--- config.mk ---
export PLATFORM = sky130hd
export DESIGN_NAME = shoot_through_monitor_flat
export DESIGN_NICKNAME = d
export VERILOG_FILES = /design/src/rtl/shoot_through_if.sv /design/src/rtl/shoot_through_monitor.sv /design/src/flat_wrapper.sv
export SDC_FILE = /design/constraint.sdc
export NUM_CORES = 1
export LEC_CHECK = 0
export BUFFER_PORTS_ARGS = -buffer_cell sky130_fd_sc_hd__clkbuf_2
export CAP_MARGIN = 5
export CORE_MARGIN = 2
export CORE_UTILIZATION = 53
export DETAILED_ROUTE_END_ITERATION = 10
export GPL_TIMING_DRIVEN = 0
export PLACE_DENSITY_LB_ADDON = 0.2
export SLEW_MARGIN = 20
export SYNTH_ARGS = -nofsm -noshare
export SYNTH_HDL_FRONTEND = slang
export SYNTH_SLANG_ARGS = --single-unit
--- constraint.sdc ---
create_clock -name clk -period 1.7 [get_ports clk]
set_clock_uncertainty 0.05 [all_clocks]
set_input_delay 0.085 -clock clk [delete_from_list [all_inputs] [get_ports clk]]
set_output_delay 0.085 -clock clk [all_outputs]
set_load 0.005 [all_outputs]
--- src/rtl/shoot_through_if.sv ---
// Gate-command monitor bus between the gate-command taps / driver-enable logic and the shoot-through supervisor.
interface shoot_through_if #(
    parameter int CNT_W = 8
) ();
    logic             hs_in;
    logic             ls_in;
    logic             enable;
    logic             clear;
    logic             hs_en;
    logic             ls_en;
    logic             fault;
    logic             dt_warn;
    logic [CNT_W-1:0] fault_cnt;
    logic [1:0]       state;

    modport master (
        output hs_in, ls_in, enable, clear,
        input  hs_en, ls_en, fault, dt_warn, fault_cnt, state
    );

    modport slave (
        input  hs_in, ls_in, enable, clear,
        output hs_en, ls_en, fault, dt_warn, fault_cnt, state
    );
endinterface

--- src/rtl/shoot_through_monitor.sv ---
// Half-bridge shoot-through supervisor: latches overlap faults, drops gate permissives, re-arms after clear + quiet.
// Optional dead-time advisory checker is built when SHOOT_THROUGH_DEADTIME_CHECK_EN is defined.
module shoot_through_monitor #(
    parameter int OVERLAP_CYCLES = 3,
    parameter int DEADTIME_MIN   = 8,
    parameter int REARM_CYCLES   = 16,
    parameter int CNT_W          = 8
) (
    input logic            clk,
    input logic            rst,
    shoot_through_if.slave bus
);
    localparam int OV_W = $clog2(OVERLAP_CYCLES) + 1;
    localparam int QT_W = $clog2(REARM_CYCLES) + 1;
    localparam logic [OV_W-1:0] OV_LAST = OV_W'(OVERLAP_CYCLES - 1);
    localparam logic [QT_W-1:0] QT_LAST = QT_W'(REARM_CYCLES - 1);

    if (OVERLAP_CYCLES < 1 || OVERLAP_CYCLES > 255) begin : g_bad_ov
        $error("OVERLAP_CYCLES must be 1..255");
    end
    if (DEADTIME_MIN < 1 || DEADTIME_MIN > 255) begin : g_bad_dt
        $error("DEADTIME_MIN must be 1..255");
    end
    if (REARM_CYCLES < 1 || REARM_CYCLES > 255) begin : g_bad_ra
        $error("REARM_CYCLES must be 1..255");
    end

    typedef enum logic [1:0] {
        DISABLED = 2'd0,
        ARMED    = 2'd1,
        FAULT    = 2'd2,
        REARM    = 2'd3
    } state_t;

    state_t           state_q, state_n;
    logic             hs_m, ls_m, hs_s, ls_s;
    logic             both_hi, both_lo;
    logic [OV_W-1:0]  ov_cnt, ov_cnt_n;
    logic [QT_W-1:0]  quiet_cnt, quiet_cnt_n;
    logic [CNT_W-1:0] fault_cnt_q, fault_cnt_n;
    logic             perm_q, fault_q;

    // Two-flop synchronisers on the asynchronous gate-command taps
    always_ff @(posedge clk or posedge rst) begin
        if (rst) begin
            hs_m <= 1'b0;
            hs_s <= 1'b0;
            ls_m <= 1'b0;
            ls_s <= 1'b0;
        end else begin
            hs_m <= bus.hs_in;
            hs_s <= hs_m;
            ls_m <= bus.ls_in;
            ls_s <= ls_m;
        end
    end

    assign both_hi = hs_s & ls_s;
    assign both_lo = ~hs_s & ~ls_s;

    // Counters default to zero so any state change clears them
    always_comb begin
        state_n     = state_q;
        ov_cnt_n    = '0;
        quiet_cnt_n = '0;
        fault_cnt_n = fault_cnt_q;
        case (state_q)
            DISABLED: begin
                if (bus.enable) state_n = ARMED;
            end
            ARMED: begin
                if (both_hi && ov_cnt == OV_LAST) begin
                    state_n     = FAULT;
                    fault_cnt_n = (&fault_cnt_q) ? fault_cnt_q : fault_cnt_q + 1'b1;
                end else if (!bus.enable) begin
                    state_n = DISABLED;
                end else if (both_hi) begin
                    ov_cnt_n = ov_cnt + 1'b1;
                end
            end
            FAULT: begin
                if (bus.clear) state_n = REARM;
            end
            REARM: begin
                if (both_lo) begin
                    if (quiet_cnt == QT_LAST) begin
                        state_n = bus.enable ? ARMED : DISABLED;
                    end else begin
                        quiet_cnt_n = quiet_cnt + 1'b1;
                    end
                end
            end
            default: state_n = DISABLED;
        endcase
    end

    // Outputs are registered from the next state so they change on the transition edge
    always_ff @(posedge clk or posedge rst) begin
        if (rst) begin
            state_q     <= DISABLED;
            ov_cnt      <= '0;
            quiet_cnt   <= '0;
            fault_cnt_q <= '0;
            perm_q      <= 1'b0;
            fault_q     <= 1'b0;
        end else begin
            state_q     <= state_n;
            ov_cnt      <= ov_cnt_n;
            quiet_cnt   <= quiet_cnt_n;
            fault_cnt_q <= fault_cnt_n;
            perm_q      <= (state_n == ARMED);
            fault_q     <= (state_n == FAULT) || (state_n == REARM);
        end
    end

    assign bus.hs_en     = perm_q;
    assign bus.ls_en     = perm_q;
    assign bus.fault     = fault_q;
    assign bus.fault_cnt = fault_cnt_q;
    assign bus.state     = state_q;

`ifdef SHOOT_THROUGH_DEADTIME_CHECK_EN
    localparam int GP_W = $clog2(DEADTIME_MIN) + 1;
    localparam logic [GP_W-1:0] GP_MAX = GP_W'(DEADTIME_MIN);

    logic            hs_d, ls_d, last_ls, seen, dt_hit, dt_warn_q;
    logic [GP_W-1:0] gap_cnt;

    // A rise is only a violation when the opposite side was the last one high; seen masks the post-reset case
    assign dt_hit = (state_q == ARMED) && seen && (gap_cnt < GP_MAX) &&
                    ((hs_s && !hs_d && last_ls) || (ls_s && !ls_d && !last_ls));

    always_ff @(posedge clk or posedge rst) begin
        if (rst) begin
            hs_d      <= 1'b0;
            ls_d      <= 1'b0;
            last_ls   <= 1'b0;
            seen      <= 1'b0;
            gap_cnt   <= '0;
            dt_warn_q <= 1'b0;
        end else begin
            hs_d      <= hs_s;
            ls_d      <= ls_s;
            dt_warn_q <= dt_hit;
            if (hs_s || ls_s) begin
                gap_cnt <= '0;
                seen    <= 1'b1;
            end else if (gap_cnt != GP_MAX) begin
                gap_cnt <= gap_cnt + 1'b1;
            end
            if (hs_s && !ls_s) last_ls <= 1'b0;
            else if (ls_s && !hs_s) last_ls <= 1'b1;
        end
    end

    assign bus.dt_warn = dt_warn_q;
`else
    assign bus.dt_warn = 1'b0;
`endif
endmodule
--- src/flat_wrapper.sv ---
// flat-port wrapper written by rule: the top's interface ports become plain ports
module shoot_through_monitor_flat 
#(
    parameter int OVERLAP_CYCLES = 3,
    parameter int DEADTIME_MIN   = 8,
    parameter int REARM_CYCLES   = 16,
    parameter int CNT_W          = 8
)
  (clk, rst, bus_hs_in, bus_ls_in, bus_enable, bus_clear, bus_hs_en, bus_ls_en, bus_fault, bus_dt_warn, bus_fault_cnt, bus_state);
  shoot_through_if #(.CNT_W(CNT_W)) bus_i ();
  input logic clk;
  input logic rst;
  input wire logic [$bits(bus_i.hs_in)-1:0] bus_hs_in;
  input wire logic [$bits(bus_i.ls_in)-1:0] bus_ls_in;
  input wire logic [$bits(bus_i.enable)-1:0] bus_enable;
  input wire logic [$bits(bus_i.clear)-1:0] bus_clear;
  output wire logic [$bits(bus_i.hs_en)-1:0] bus_hs_en;
  output wire logic [$bits(bus_i.ls_en)-1:0] bus_ls_en;
  output wire logic [$bits(bus_i.fault)-1:0] bus_fault;
  output wire logic [$bits(bus_i.dt_warn)-1:0] bus_dt_warn;
  output wire logic [$bits(bus_i.fault_cnt)-1:0] bus_fault_cnt;
  output wire logic [$bits(bus_i.state)-1:0] bus_state;
  assign bus_i.hs_in = bus_hs_in;
  assign bus_i.ls_in = bus_ls_in;
  assign bus_i.enable = bus_enable;
  assign bus_i.clear = bus_clear;
  assign bus_hs_en = bus_i.hs_en;
  assign bus_ls_en = bus_i.ls_en;
  assign bus_fault = bus_i.fault;
  assign bus_dt_warn = bus_i.dt_warn;
  assign bus_fault_cnt = bus_i.fault_cnt;
  assign bus_state = bus_i.state;
  shoot_through_monitor #(.OVERLAP_CYCLES(OVERLAP_CYCLES), .DEADTIME_MIN(DEADTIME_MIN), .REARM_CYCLES(REARM_CYCLES), .CNT_W(CNT_W)) u_core (.clk(clk), .rst(rst), .bus(bus_i));
endmodule
==> impl_results.md <==
- Switching share of power: 22.9%
- Vias in the first global route: 759
- Placement Setup Slack: -0.0347 ns
- DRT iter0 DRCs: 19
- Worst r2r path cells: 4
- Synth Area in Simple Gates: 23.0%
- GP Congestion: 0.843
- DRC: 0
- Vias post-DR: 856
- Power per cell area: 641 mW/mm2
- HP Start: bus_clear
- Worst-path fanout max: 5
- Final period util: 95.7%
- Mux share of post-synthesis cell area: 6.93%
- Post-route ant nets: 0
- Layout Utilization: 70.1%
- Row cnt: 16
- Layout area overhead: 25.6%
- Slew margin rel.: 43.7%
- Placed Cells: 141
- Sequential fraction of the synthesis area: 53.1%
- Clock Power Share: 28.8%
- CTS H-tree depth: 1
- Die Span Y: 49.2 um
- Main combinational cell family by area after synthesis: simple AND/OR/NAND/NOR gates
- Clock Path Buffers: 2
- Largest net degree at the start of global routing: 24
- Slew Viols, Final: 0
- Initial antenna violation count: 0
- Slew @ Worst Pin: 0.844 ns
- First-pass GRT wire length: 3330 um
- Total CTS buffers: 3
- Critical path required time: 1.85 ns
- Net Count, Synth: 106
- Clock Latency Late Sink: 0.30 ns
- R2R Path Start: u_core.bus.fault_cnt[0]$_DFFE_PP0P_
- Port Buffers: 18
- Tot GR Track Use: 18.0%
- Logic gate share of total power: 6.3%
- Worst hold slack: 0.0117 ns
- Core ar.: 0.00194 mm2
- Layout Nets: 140
- Clock root cell: clkbuf_4
- Seq pwr share: 64.9%
- FF+latch area: 577 um2
- Die outline width: 49.2 um
- Max-cap violation count: 0
- Footprint of the multi-input gates: 503 um2
- Yosys reg bits: 23
- Complex-gate fraction of the synthesized area: 6.12%
- Startpoint Class: flip-flop
- Final setup vio count: 0
- Status: completed
- Reg-to-reg slack, setup: 0.07 ns
- Antenna Cells: 0
- Final min period: 1.63 ns
- HPWL after detailed placement: 1370 um
- End of the worst hold path: u_core.bus.state[0]$_DFF_PP0_
- Ys async rst share: 100%
- Sink Count: 23
- Fmax: 0.615 GHz
- Primary FF master, synth: dfrtp_1
- Routed len/inst: 13.6 um
- RSZ-0062 raised after global routing: no
- Vias/cell: 5.49
- RR Endpoint: u_core.bus.fault_cnt[6]$_DFFE_PP0P_
- Syn. warnings: 0
- WS Path Type: reg2reg
- I/O pin count: 20
- Worst Hold Class: in2reg
- Pint: 672 uW
- Adder-cell area share of the yosys netlist: 4.62%
- Hold Path Cell Cnt: 3
- DR pass1 iterations: 5
- XOR/XNOR Fraction of Synth Area: 2.42%
- Static leakage: 0.000656 uW
- Initial Utilization: 55.8%
- Avg Inst Size Synth: 11.3 um2
- Post-Syn Area: 0.00108 mm2
- Mapped Cells: 96
- Remaining global-route overflow: 0
- Synth cell types: 31
- Net Switching: 200 uW
- Fin cells: 156
- Critical Path End Type: flip-flop
- Worst EP arrival: 1.78 ns
- VDD IR max: 0.541 mV
- WL final: 2120 um
- Fin. Hold Viols: 0
- Reg clk slew, reported paths: 0.13 ns
- Post-synth EDFFs: 0
- Die area: 0.00242 mm2
- Share of layout cells above drive strength 1: 37.2%
- CTS tree: done
- Final WS setup: 0.0734 ns
- Fillers: 137
-- synth_stat cells, drive strengths merged, types with 2 or more instances --
| cell | count | area [um2] |
|---|---|---|
| nor4 | 3 | 18.8 |
| nor3 | 3 | 15.0 |
| nor2 | 9 | 33.8 |
| buf | 3 | 22.5 |
| nand3 | 5 | 25.0 |
| xor2 | 2 | 17.5 |
| inv | 4 | 15.0 |
| nand2b | 3 | 18.8 |
| a31oi | 2 | 12.5 |
| nand4 | 2 | 12.5 |
| dfrtp | 23 | 576 |
| mux2 | 4 | 45.0 |
| and2 | 2 | 12.5 |
| ha | 4 | 50.1 |
| a21oi | 3 | 15.0 |
| nand2 | 5 | 18.8 |
| mux2i | 3 | 30.0 |
| o21ai | 2 | 10.0 |
| and3 | 2 | 12.5 |
-- area by class of cell --
cell class,instances,area share (%)
flip-flops and latches,23,42.4
clock inverters,1,0.368
well taps,27,2.48
repair buffers,29,13.4
clock buffers,3,1.65
plain buffers,3,1.65
inverters,4,1.10
multi-input cells,66,36.9
-- critical path, cell delays in order, from the launching register on --
cell and delay (ns):
dfrtp_2 0.41, ha_2 0.23, nand3_2 0.12, nor4_2 0.35
mux2_2 0.37
-- sequential cells by signal, summed over array words and instances (netlist names) --
register,flops
u_core.bus.hs_en,1
u_core.ls_s,1
u_core.hs_m,1
u_core.ov_cnt,3
u_core.hs_s,1
u_core.bus.fault_cnt,8
u_core.quiet_cnt,5
u_core.ls_m,1
u_core.bus.state,2
-- layer usage --
layer | up-vias | share of wire, % | GRT usage [%]
li1 | 411 | - | -
met1 | 415 | 46 | 22.6
met2 | 28 | 48 | 31.5
met3 | 2 | 4.3 | 1.84
met4 | 0 | 1.1 | 7.14
met5 | - | 0 | 0
-- layout by cell type, fill, tap and decap left out, drive strengths merged, types with 4 or more instances in the layout --
cell and instances:
inv 4, dlygate4sd3 4, buf 10, nor2 9, dfrtp 23, nand3 5
nand2 5, ha 4, mux2 4, clkbuf 21
-- power groups by stage --
stage | clock network [uW] | logic, uW | registers (uW)
after floorplan | 0 | 26.0 | 575
after global placement | 0 | 42.2 | 576
final | 251 | 54.7 | 566
after detailed placement | 0 | 43.1 | 577
after CTS | 260 | 50.8 | 567
after global routing | 280 | 61.9 | 567
-- kinds of logic after synthesis --
kind of cell / after synthesis
compound gates: 10
xor+xnor: 3
fa+ha+maj: 4
buf+inv: 7
flops: 23
mux: 7
other cells: 1
simple gates: 41
-- metrics by stage --
stage	setup TNS, ns	instance area, um2	power (uW)
2_1_floorplan	0	1080	601
3_3_place_gp	-0.00205	1210	618
3_5_place_dp	-0.0347	1210	620
4_1_cts	0	1310	877
5_1_grt	0	1360	910
6_report	0	1360	872
-- repair_timing --
item | in CTS | in global routing
hold buffers | 4 | 0
pin swaps | 2 | 4
endpoints found under the setup margin | 3 | 5
setup buffers | 2 | 5
endpoints found under the hold margin | 26 | 0
gates resized for setup | 3 | 5
-- how the worst max path moves through the flow --
stage          slack, ns  cells after the start                                  end                                 from
2_1_floorplan       0.15                      4  u_core.bus.fault_cnt[6]$_DFFE_PP0P_  u_core.bus.fault_cnt[0]$_DFFE_PP0P_
3_3_place_gp      -0.002                      4  u_core.bus.fault_cnt[6]$_DFFE_PP0P_  u_core.bus.fault_cnt[0]$_DFFE_PP0P_
3_5_place_dp       -0.03                      4  u_core.bus.fault_cnt[6]$_DFFE_PP0P_  u_core.bus.fault_cnt[0]$_DFFE_PP0P_
4_1_cts            0.008                      5  u_core.bus.fault_cnt[7]$_DFFE_PP0P_           u_core.ov_cnt[0]$_DFF_PP0_
5_1_grt             0.01                      5  u_core.bus.fault_cnt[7]$_DFFE_PP0P_           u_core.ov_cnt[0]$_DFF_PP0_
6_report            0.07                      4  u_core.bus.fault_cnt[6]$_DFFE_PP0P_  u_core.bus.fault_cnt[0]$_DFFE_PP0P_
(Power assumes the default switching activity.)
